### config.mk
export PLATFORM = sky130hd
export DESIGN_NAME = loop_nest_counter
export DESIGN_NICKNAME = d
export VERILOG_FILES = /design/src/rtl/loop_nest_counter.sv
export SDC_FILE = /design/constraint.sdc
export NUM_CORES = 1
export LEC_CHECK = 0
export CAP_MARGIN = 20
export CORE_MARGIN = 5
export CORE_UTILIZATION = 46
export CTS_CLUSTER_DIAMETER = 30
export DETAILED_ROUTE_END_ITERATION = 10
export GPL_TIMING_DRIVEN = 0
export PLACE_DENSITY = 0.75
export SYNTH_ARGS = -nofsm -noshare
export SYNTH_HDL_FRONTEND = slang
export SYNTH_SLANG_ARGS = --single-unit
### constraint.sdc
create_clock -name clk -period 2.2 [get_ports clk]
set_input_delay 0.44 -clock clk [delete_from_list [all_inputs] [get_ports clk]]
set_output_delay 0.44 -clock clk [all_outputs]
set_load 0.02 [all_outputs]
### src/rtl/loop_nest_counter.sv
// rtl/loop_nest_counter.sv - three-level (col, row, ch) nested index generator with valid/ready output
//
// Ports:
//   clk, rst         clock and synchronous active-low reset
//   start, abort     job request (IDLE only) and job termination
//   cfg_cols/rows/chs loop bounds, latched on an accepted start (0 is taken as 1)
//   out_ready        consumer accepts the current index tuple
//   out_valid        current tuple is valid (same as busy)
//   col, row, ch     current indices
//   seq              flat element index, counted rather than computed
//   col_last, row_last, last  end-of-dimension flags
//   busy, done       RUN state, one-cycle completion pulse
module loop_nest_counter #(
    parameter int COL_BITS = 5,
    parameter int ROW_BITS = 5,
    parameter int CH_BITS  = 4,
    parameter int SEQ_BITS = 14
) (
    input  logic                clk,
    input  logic                rst,
    input  logic                start,
    input  logic                abort,
    input  logic [COL_BITS-1:0] cfg_cols,
    input  logic [ROW_BITS-1:0] cfg_rows,
    input  logic [CH_BITS-1:0]  cfg_chs,
    input  logic                out_ready,
    output logic                out_valid,
    output logic [COL_BITS-1:0] col,
    output logic [ROW_BITS-1:0] row,
    output logic [CH_BITS-1:0]  ch,
    output logic [SEQ_BITS-1:0] seq,
    output logic                col_last,
    output logic                row_last,
    output logic                last,
    output logic                busy,
    output logic                done
);

    typedef enum logic {
        IDLE = 1'b0,
        RUN  = 1'b1
    } state_t;

    state_t              state;
    logic [COL_BITS-1:0] cols_q;
    logic [ROW_BITS-1:0] rows_q;
    logic [CH_BITS-1:0]  chs_q;
    logic                run;
    logic                hs;

    assign run       = (state == RUN);
    assign out_valid = run;
    assign busy      = run;
    assign hs        = run && out_ready;

    // Bounds stay latched after a job ends, so the flags are gated with
    // run to keep them low while idle.
    assign col_last = run && (col == cols_q - COL_BITS'(1));
    assign row_last = col_last && (row == rows_q - ROW_BITS'(1));
    assign last     = row_last && (ch == chs_q - CH_BITS'(1));

    always_ff @(posedge clk) begin
        if (!rst) begin
            state  <= IDLE;
            cols_q <= '0;
            rows_q <= '0;
            chs_q  <= '0;
            col    <= '0;
            row    <= '0;
            ch     <= '0;
            seq    <= '0;
            done   <= 1'b0;
        end else begin
            done <= 1'b0;
            case (state)
                IDLE: begin
                    if (start && !abort) begin
                        cols_q <= (cfg_cols == '0) ? COL_BITS'(1) : cfg_cols;
                        rows_q <= (cfg_rows == '0) ? ROW_BITS'(1) : cfg_rows;
                        chs_q  <= (cfg_chs  == '0) ? CH_BITS'(1)  : cfg_chs;
                        col    <= '0;
                        row    <= '0;
                        ch     <= '0;
                        seq    <= '0;
                        state  <= RUN;
                    end
                end
                RUN: begin
                    if (abort) begin
                        // Abort beats a simultaneous handshake, even on last.
                        state <= IDLE;
                        col   <= '0;
                        row   <= '0;
                        ch    <= '0;
                        seq   <= '0;
                    end else if (hs) begin
                        if (last) begin
                            state <= IDLE;
                            col   <= '0;
                            row   <= '0;
                            ch    <= '0;
                            seq   <= '0;
                            done  <= 1'b1;
                        end else begin
                            seq <= seq + SEQ_BITS'(1);
                            if (col_last) begin
                                col <= '0;
                                if (row_last) begin
                                    row <= '0;
                                    ch  <= ch + CH_BITS'(1);
                                end else begin
                                    row <= row + ROW_BITS'(1);
                                end
                            end else begin
                                col <= col + COL_BITS'(1);
                            end
                        end
                    end
                end
                default: state <= IDLE;
            endcase
        end
    end

endmodule

==> impl_table.tex, run 1 <==
\begin{tabular}{lr}
\hline
Metric & Value \\
\hline
\multicolumn{2}{l}{\textbf{Timing}} \\
Worst slew slack as a fraction of its limit & 0.584 \\
Worst clock skew & 10.9 ps \\
Final critical-path required period & 2480 ps \\
Number of hold violations in the final report & 0 \\
Post-Route Hold Slack & 491 ps \\
Transition time at the pin with the least slew margin & 624 ps \\
Period Utilization, post-route & 1.13 \\
Number of pins with negative max-slew slack in the final report & 0 \\
Max Clk Rate & 0.404 GHz \\
Final setup violation count & 11 \\
RSZ-0062 raised after global routing & true \\
Fin worst setup slack & -276 ps \\
\multicolumn{2}{l}{\textbf{Worst setup path}} \\
Critical Path Source Type & register \\
Launch point of the worst path & rows\_q[0]\$\_SDFFE\_PN0P\_ \\
Endpoint type of the worst setup path & output pin \\
Cells along the critical path & inv\_2 > ha\_4 > xor2\_1 > o211ai\_1 > a311oi\_4 > and3\_4 > and2\_4 > buf\_6 \\
Largest fanout on the critical path & 2 \\
Arrival time at the worst endpoint & 2040 ps \\
Slowest stage cell on the critical path & dfxtp\_2 \\
Path type of the worst setup path & reg -> out \\
Cell family with most CP delay & compound AO/OA/AOI/OAI gates \\
Origin of the critical flop-to-flop path & rows\_q[0]\$\_SDFFE\_PN0P\_ \\
Data required time of the worst path & 1760 ps \\
CP max stage delay & 350 ps \\
Buffers and inverters on the worst path & 2 \\
\multicolumn{2}{l}{\textbf{Clock network}} \\
Inserted Clock Buffers & 5 \\
Clock input transition at the sequential cells of the worst setup and hold paths & 80 ps \\
Clock Path Buffers & 2 \\
H-tree depth & 2 \\
TritonCTS clock tree & done \\
CTS root buf & clkbuf\_8 \\
Latest clock arrival within the worst-skew pair & 300 ps \\
Total number of clock tree sinks & 44 \\
\multicolumn{2}{l}{\textbf{Route}} \\
Routed Wire Length & 6830 microns \\
Detailed-route wire length per cell & 15.3 microns \\
DRC errors left & 0 \\
Post-detailed-route via-to-cell ratio & 5.57 \\
Violation count after the first detailed-route iteration & 185 \\
Router iterations before antenna repair & 5 \\
Number of nets still failing antenna checks after routing & 0 \\
Vias after detailed routing & 2482 \\
\multicolumn{2}{l}{\textbf{Hold path}} \\
Type of the worst min-delay path & reg -> reg \\
Hold Path Origin & chs\_q[2]\$\_SDFFE\_PN0P\_ \\
\multicolumn{2}{l}{\textbf{Logic synthesis}} \\
Mapped Cells & 295 \\
Area contributors post-synth & dfxtp\_1, nand2\_1, a21boi\_0, xnor2\_1, xor2\_1 \\
Yosys cell types & 55 \\
Post-Synthesis Cell Area & 2490 sq um \\
Net Count, Synth & 321 \\
Number of warnings printed during yosys synthesis & 0 \\
Sequential fraction of the synthesis area & 0.353 \\
Synth area leader & dfxtp\_1 \\
Number of enable flip-flop cells after synthesis & 0 \\
Fraction of registers with async set or reset after synthesis & 0 \\
Syn\_area\_per\_cell & 8.46 sq um \\
Commonest register cell after synthesis & dfxtp\_1 \\
Count of state elements after synthesis & 44 \\
Area share of the largest cell type after synthesis & 0.353 \\
\multicolumn{2}{l}{\textbf{Global route}} \\
Antenna violations before repair & 0 \\
Combined global-route utilization of all metal layers & 0.176 \\
First-pass GRT wire length & 10400 microns \\
Number of global-route vias before repair & 2227 \\
Global route total overflow & 0 \\
Largest net degree at the start of global routing & 13 \\
\multicolumn{2}{l}{\textbf{Die}} \\
Floorplan row count & 26 \\
Die outline area & 7000 sq um \\
Starting Density & 0.482 \\
Core Footprint & 5170 sq um \\
Top-level I/O count & 53 \\
Horizontal die dimension & 83.6 microns \\
DIE HEIGHT & 83.6 microns \\
\multicolumn{2}{l}{\textbf{Cells and area}} \\
Number of inserted diodes & 0 \\
Layout overhead on the synthesized area & 41.7\% \\
Share of final-layout standard cells stronger than drive strength 1 & 0.210 \\
Number of inserted filler cells in the final layout & 387 \\
Final layout net count & 401 \\
\multicolumn{2}{l}{\textbf{Power}} \\
Overall power after layout & 1.62 mW \\
P per Cell Area & 457 nW/um\^{}2 \\
Leakage power figure & 1.28 nW \\
Worst supply voltage drop on vdd & 0.369 mV \\
\multicolumn{2}{l}{\textbf{Placement}} \\
Worst setup timing slack at the placement stage & -685 ps \\
Last weighted congestion value of the routability-driven placer & 0.830 \\
Input/output buffers & 52 \\
Post-DP HPWL & 4470 microns \\
\multicolumn{2}{l}{\textbf{Status}} \\
Result of the run & finished, violations left \\
Violations in the final reports & setup timing \\
\multicolumn{2}{l}{\textbf{Job}} \\
Count of max-cap constraint violations & 0 \\
\hline
\end{tabular}
Yosys cell counts, drive strengths merged, types with 4 or more instances:
| library cell | instances |
|---|---|
| inv | 17 |
| o311ai | 5 |
| clkbuf | 9 |
| xor2 | 11 |
| nand3 | 14 |
| buf | 4 |
| nand2 | 46 |
| and3 | 6 |
| nand4 | 12 |
| xnor2 | 11 |
| a31oi | 5 |
| or3 | 5 |
| nor2b | 5 |
| ha | 7 |
| nor3 | 8 |
| dfxtp | 44 |
| nor2 | 15 |
| o21ai | 12 |
| a21boi | 13 |
| o22ai | 5 |
| and2 | 6 |
timing repair:
item,in CTS,in global routing
gates resized for setup,30,34
endpoints found under the setup margin,23,22
cloned,0,2
buffers inserted,10,11
hold buffers,0,0
pin swaps,6,14
cells by family after synthesis:
kind of cell,count (synthesis),synth area share
xor+xnor,23,0.0863
compound gates,56,0.170
fa+ha+maj,7,0.0351
flops,44,0.353
mux,3,0.0125
simple gates,132,0.289
buf+inv,30,0.0542
tightest hold or removal path: cells and delay by family, from the launching register on:
kind	cells	cell delay (ps)
AOI/OAI and AO/OA	1	60
DFF	1	330
and+or+nand+nor	1	50
flip-flops by register name, indices dropped and copies added, names as in the netlist:
register  count
row           5
rows_q        5
col           5
seq          14
cols_q        5
busy          1
chs_q         4
done          1
ch            4
worst paths after layout:
kind	endpoint	slack, ps	cells past startpoint
max	last	-280	8
min	chs_q[2]$_SDFFE_PN0P_	490	2
max reg2reg	seq[2]$_SDFFE_PN0P_	-100	11
min reg2reg	chs_q[2]$_SDFFE_PN0P_	490	2
stage by stage:
step | cell area (sq um) | setup TNS (ps) | utilization | cells
final | 3540 | -760 | 0.684 | 446
after global placement | 3110 | -9920 | 0.602 | 417
after global routing | 3540 | -2250 | 0.684 | 446
after floorplan | 2500 | -76.0 | - | 295
after detailed placement | 3110 | -10630 | 0.602 | 417
after CTS | 3300 | -377 | 0.637 | 433
area by class of cell:
type / count / area, sq um / area share
Buffer: 11 / 60.1 / 0.0170
Clock buffer: 8 / 90.1 / 0.0255
Inverter: 17 / 63.8 / 0.0180
Multi-Input combinational cell: 221 / 1640 / 0.462
Sequential cell: 44 / 891 / 0.252
Tap cell: 70 / 87.6 / 0.0248
Timing Repair Buffer: 75 / 708 / 0.200
per-layer routing:
layer  GRT usage  vias to the layer above  routed length (microns)
li1            -                     1207                        -
met1       0.243                     1171                     3140
met2       0.281                       83                     3170
met3      0.0316                       21                      323
met4      0.0541                        0                      201
met5           0                        -                        0
power breakdown:
part	total (mW)	leakage, nW	internal, mW	switching (mW)
Combinational	0.254	0.879	0.124	0.131
Clock	0.531	0.0455	0.257	0.275
Sequential	0.831	0.359	0.812	0.0186
Total	1.62	1.28	1.19	0.424
layout by cell type, fill, tap and decap left out, types with 4 or more instances in the layout:
cell,count
ha_1,6
xnor2_1,11
inv_1,14
clkbuf_1,10
buf_4,21
clkdlybuf4s50_1,49
a21boi_0,13
dfxtp_1,38
clkbuf_8,6
buf_6,8
nor2_1,15
nand3_1,14
xor2_1,10
o311ai_1,4
nand4_1,11
o21ai_0,6
and2_1,4
dfxtp_2,5
nor3_1,8
o21ai_1,5
nand2_1,43
(Power assumes the default switching activity.)
==> inputs of run 2 (changes only) <==
- CORE_MARGIN: 5 -> not set
==> run 2 against run 1 <==
The run still ends with setup timing left. Sequential power hardly changed. Critical path depth is 1 lower. Count of clock-buffer cells in the layout is 1 lower. Clock power is 5.1% higher. Maximum frequency is 0.46% higher. Clock skew is 3.5 ps lower. Combinational power hardly changed. Critical endpoint unchanged.
==> impl_table.tex, run 2 (synthesis results as in run 1) <==
\begin{tabular}{lr}
\hline
Metric & Value \\
\hline
\multicolumn{2}{l}{\textbf{Worst setup path}} \\
Origin of the critical flop-to-flop path & rows\_q[0]\$\_SDFFE\_PN0P\_ (unchanged) \\
End point of the critical path & last (unchanged) \\
Cells along the critical path & inv\_2 > ha\_4 > or3\_4 > a311oi\_4 > and3\_4 > and2\_4 > buf\_6 (was inv\_2 > ha\_4 > xor2\_1 > o211ai\_1 > a311oi\_4 > and3\_4 > and2\_4 > buf\_6) \\
Slowest stage cell on the critical path & or3\_4 (was dfxtp\_2) \\
Data required time of the worst path & 1760 ps (about the same) \\
Critical R2R Capture & seq[12]\$\_SDFFE\_PN0P\_ (was seq[2]\$\_SDFFE\_PN0P\_) \\
Path type of the worst setup path & reg -> out (unchanged) \\
Endpoint type of the worst setup path & output pin (unchanged) \\
Critical Path Source Type & register (unchanged) \\
CP max stage delay & 370 ps (was 350 ps) \\
Largest fanout on the critical path & 3 (was 2) \\
Arrival time at the worst endpoint & 2020 ps (was 2040 ps) \\
Depth of the most critical reg-to-reg path & 10 (was 11) \\
Worst-case register-to-register setup slack & -90 ps (was -100 ps) \\
Launch point of the worst path & rows\_q[0]\$\_SDFFE\_PN0P\_ (unchanged) \\
\multicolumn{2}{l}{\textbf{Power}} \\
Sequential fraction of design power & 0.506 (was 0.514) \\
Part of the power in the clock network & 0.340 (was 0.329) \\
Net Sw Frac & 0.258 (was 0.262) \\
Overall power after layout & 1.64 mW (was 1.62 mW) \\
Cell internal pwr & 1.22 mW (was 1.19 mW) \\
Power dissipated by switching net loads & 423 uW (was 424 uW) \\
Leakage power figure & 1.26 nW (was 1.28 nW) \\
P per Cell Area & 471 nW/um\^{}2 (was 457 nW/um\^{}2) \\
Part of the power in combinational logic & 0.154 (was 0.157) \\
Worst supply voltage drop on vdd & 0.306 mV (was 0.369 mV) \\
\multicolumn{2}{l}{\textbf{Die}} \\
DIE HEIGHT & 75.6 microns (was 83.6 microns) \\
Top-level I/O count & 53 (unchanged) \\
Core Footprint & 5170 sq um (unchanged) \\
Die outline area & 5720 sq um (was 7000 sq um) \\
Horizontal die dimension & 75.6 microns (was 83.6 microns) \\
Starting Density & 0.482 (unchanged) \\
Floorplan row count & 26 (unchanged) \\
\multicolumn{2}{l}{\textbf{Timing}} \\
Final critical-path required period & 2460 ps (was 2480 ps) \\
Number of pins with negative max-slew slack in the final report & 0 (unchanged) \\
Fin worst setup slack & -265 ps (was -276 ps) \\
Transition time at the pin with the least slew margin & 556 ps (was 624 ps) \\
Period Utilization, post-route & 1.12 (was 1.13) \\
Worst slew slack as a fraction of its limit & 0.628 (was 0.584) \\
Max Clk Rate & 0.406 GHz (was 0.404 GHz) \\
Number of hold violations in the final report & 0 (unchanged) \\
Final setup violation count & 13 (was 11) \\
Worst clock skew & 7.41 ps (was 10.9 ps) \\
RSZ-0062 raised after global routing & true (unchanged) \\
\multicolumn{2}{l}{\textbf{Route}} \\
Router iterations before antenna repair & 4 (was 5) \\
Post-detailed-route via-to-cell ratio & 5.63 (was 5.57) \\
DRC errors left & 0 (unchanged) \\
Number of nets still failing antenna checks after routing & 0 (unchanged) \\
Violation count after the first detailed-route iteration & 182 (was 185) \\
Detailed-route wire length per cell & 14.9 microns (was 15.3 microns) \\
Vias after detailed routing & 2454 (was 2482) \\
Routed Wire Length & 6480 microns (was 6830 microns) \\
\multicolumn{2}{l}{\textbf{Status}} \\
Result of the run & finished, violations left (unchanged) \\
Violations in the final reports & setup timing (unchanged) \\
\multicolumn{2}{l}{\textbf{Global route}} \\
First-pass GRT wire length & 10000 microns (was 10400 microns) \\
Largest net degree at the start of global routing & 13 (unchanged) \\
Number of global-route vias before repair & 2110 (was 2227) \\
Combined global-route utilization of all metal layers & 0.234 (was 0.176) \\
Antenna violations before repair & 0 (unchanged) \\
Global route total overflow & 0 (unchanged) \\
\multicolumn{2}{l}{\textbf{Cells and area}} \\
Cell area after layout & 3480 sq um (was 3540 sq um) \\
Number of inserted filler cells in the final layout & 430 (was 387) \\
Leading cell type in the layout, fill and taps excluded & clkdlybuf4s50\_1 (unchanged) \\
Share of final-layout standard cells stronger than drive strength 1 & 0.210 (about the same) \\
Largest register by flop count & seq (unchanged) \\
Number of inserted diodes & 0 (unchanged) \\
Layout overhead on the synthesized area & 39.4\% (was 41.7\%) \\
Max reg flops & 14 (unchanged) \\
Top library cells by usage in the layout, fill and taps aside & clkdlybuf4s50\_1, nand2\_1, dfxtp\_1 (unchanged) \\
Final layout net count & 392 (was 401) \\
Final cell count without fillers & 436 (was 446) \\
\multicolumn{2}{l}{\textbf{Placement}} \\
Standard cell area after detailed placement & 3110 sq um (unchanged) \\
Placed Instances & 417 (unchanged) \\
Post-DP HPWL & 4430 microns (was 4470 microns) \\
Last weighted congestion value of the routability-driven placer & 0.752 (was 0.830) \\
Input/output buffers & 52 (unchanged) \\
\multicolumn{2}{l}{\textbf{Clock network}} \\
TritonCTS clock tree & done (unchanged) \\
CTS root buf & clkbuf\_8 (unchanged) \\
H-tree depth & 2 (unchanged) \\
Total number of clock tree sinks & 44 (unchanged) \\
Clock Path Buffers & 2 (unchanged) \\
Hold buffers post-CTS & 0 (unchanged) \\
Clock input transition at the sequential cells of the worst setup and hold paths & 80 ps (about the same) \\
Latest clock arrival within the worst-skew pair & 300 ps (about the same) \\
Inserted Clock Buffers & 5 (unchanged) \\
\multicolumn{2}{l}{\textbf{Job}} \\
Count of max-cap constraint violations & 0 (unchanged) \\
\multicolumn{2}{l}{\textbf{Hold path}} \\
Type of the worst min-delay path & reg -> reg (unchanged) \\
\hline
\end{tabular}
[run 2: changes by cell type in the layout (fill, tap and decap cells not counted), sizes merged]
cell    before  now
clkbuf      16   14
buf         29   21
[run 2: power groups by stage]
stage / Clock [mW] / Combinational [mW] / Sequential (mW)
floorplan: 0 / 0.132 / 0.850
global placement: 0 / 0.205 / 0.850
detailed placement: 0 / 0.210 / 0.851
CTS: 0.560 / 0.225 / 0.830
global route: 0.597 / 0.276 / 0.832
finish: 0.558 / 0.253 / 0.829
[run 2: critical path, delay by kind of cell, from the launching register on]
family	cells	cell delay, ps
compound gates	1	330
fa+ha+maj	1	160
buf+inv	2	160
flops	1	350
simple gates	3	730
[run 2: worst min-delay path by stage]
stage	end	depth (start not counted)	from	slack [ps]
final	chs_q[3]$_SDFFE_PN0P_	2	chs_q[3]$_SDFFE_PN0P_	480
after global routing	chs_q[3]$_SDFFE_PN0P_	2	chs_q[3]$_SDFFE_PN0P_	510
after CTS	chs_q[3]$_SDFFE_PN0P_	2	chs_q[3]$_SDFFE_PN0P_	480
after detailed placement	chs_q[3]$_SDFFE_PN0P_	2	chs_q[3]$_SDFFE_PN0P_	470
after global placement	cols_q[4]$_SDFFE_PN0P_	2	cols_q[4]$_SDFFE_PN0P_	470
after floorplan	cols_q[4]$_SDFFE_PN0P_	2	cols_q[4]$_SDFFE_PN0P_	460
[run 2: metrics by stage]
step,util,hold WS [ps],worst slack (ps),setup TNS (ps)
3_3_place_gp,0.602,466,-665,-10220
5_1_grt,0.672,510,-348,-2540
6_report,0.672,483,-265,-1010
3_5_place_dp,0.602,472,-705,-12130
4_1_cts,0.634,483,-258,-535
2_1_floorplan,-,455,-76.0,-76.0
[run 2: layout make-up]
type | count | area, sq um | share of cell area
Buffer | 10 | 56.3 | 0.0162
Sequential cell | 44 | 897 | 0.258
Multi-Input combinational cell | 221 | 1630 | 0.468
Timing Repair Buffer | 67 | 648 | 0.186
Tap cell | 70 | 87.6 | 0.0252
Clock buffer | 7 | 96.3 | 0.0277
Inverter | 17 | 63.8 | 0.0183
[run 2: repair_timing]
item / 4_1_cts / 5_1_grt
setup buffers: 5 / 8
gates resized for setup: 35 / 35
gates cloned: 0 / 2
pin swaps: 4 / 18
setup endpoints to repair: 24 / 24
[run 2: routing by layer]
metal | vias to the layer above | GRT usage | wire length (microns)
met5 | - | 0 | 0
met4 | 0 | 0.0658 | 82
met3 | 7 | 0.0582 | 362
met2 | 72 | 0.382 | 3200
met1 | 1192 | 0.308 | 2840
li1 | 1183 | - | -
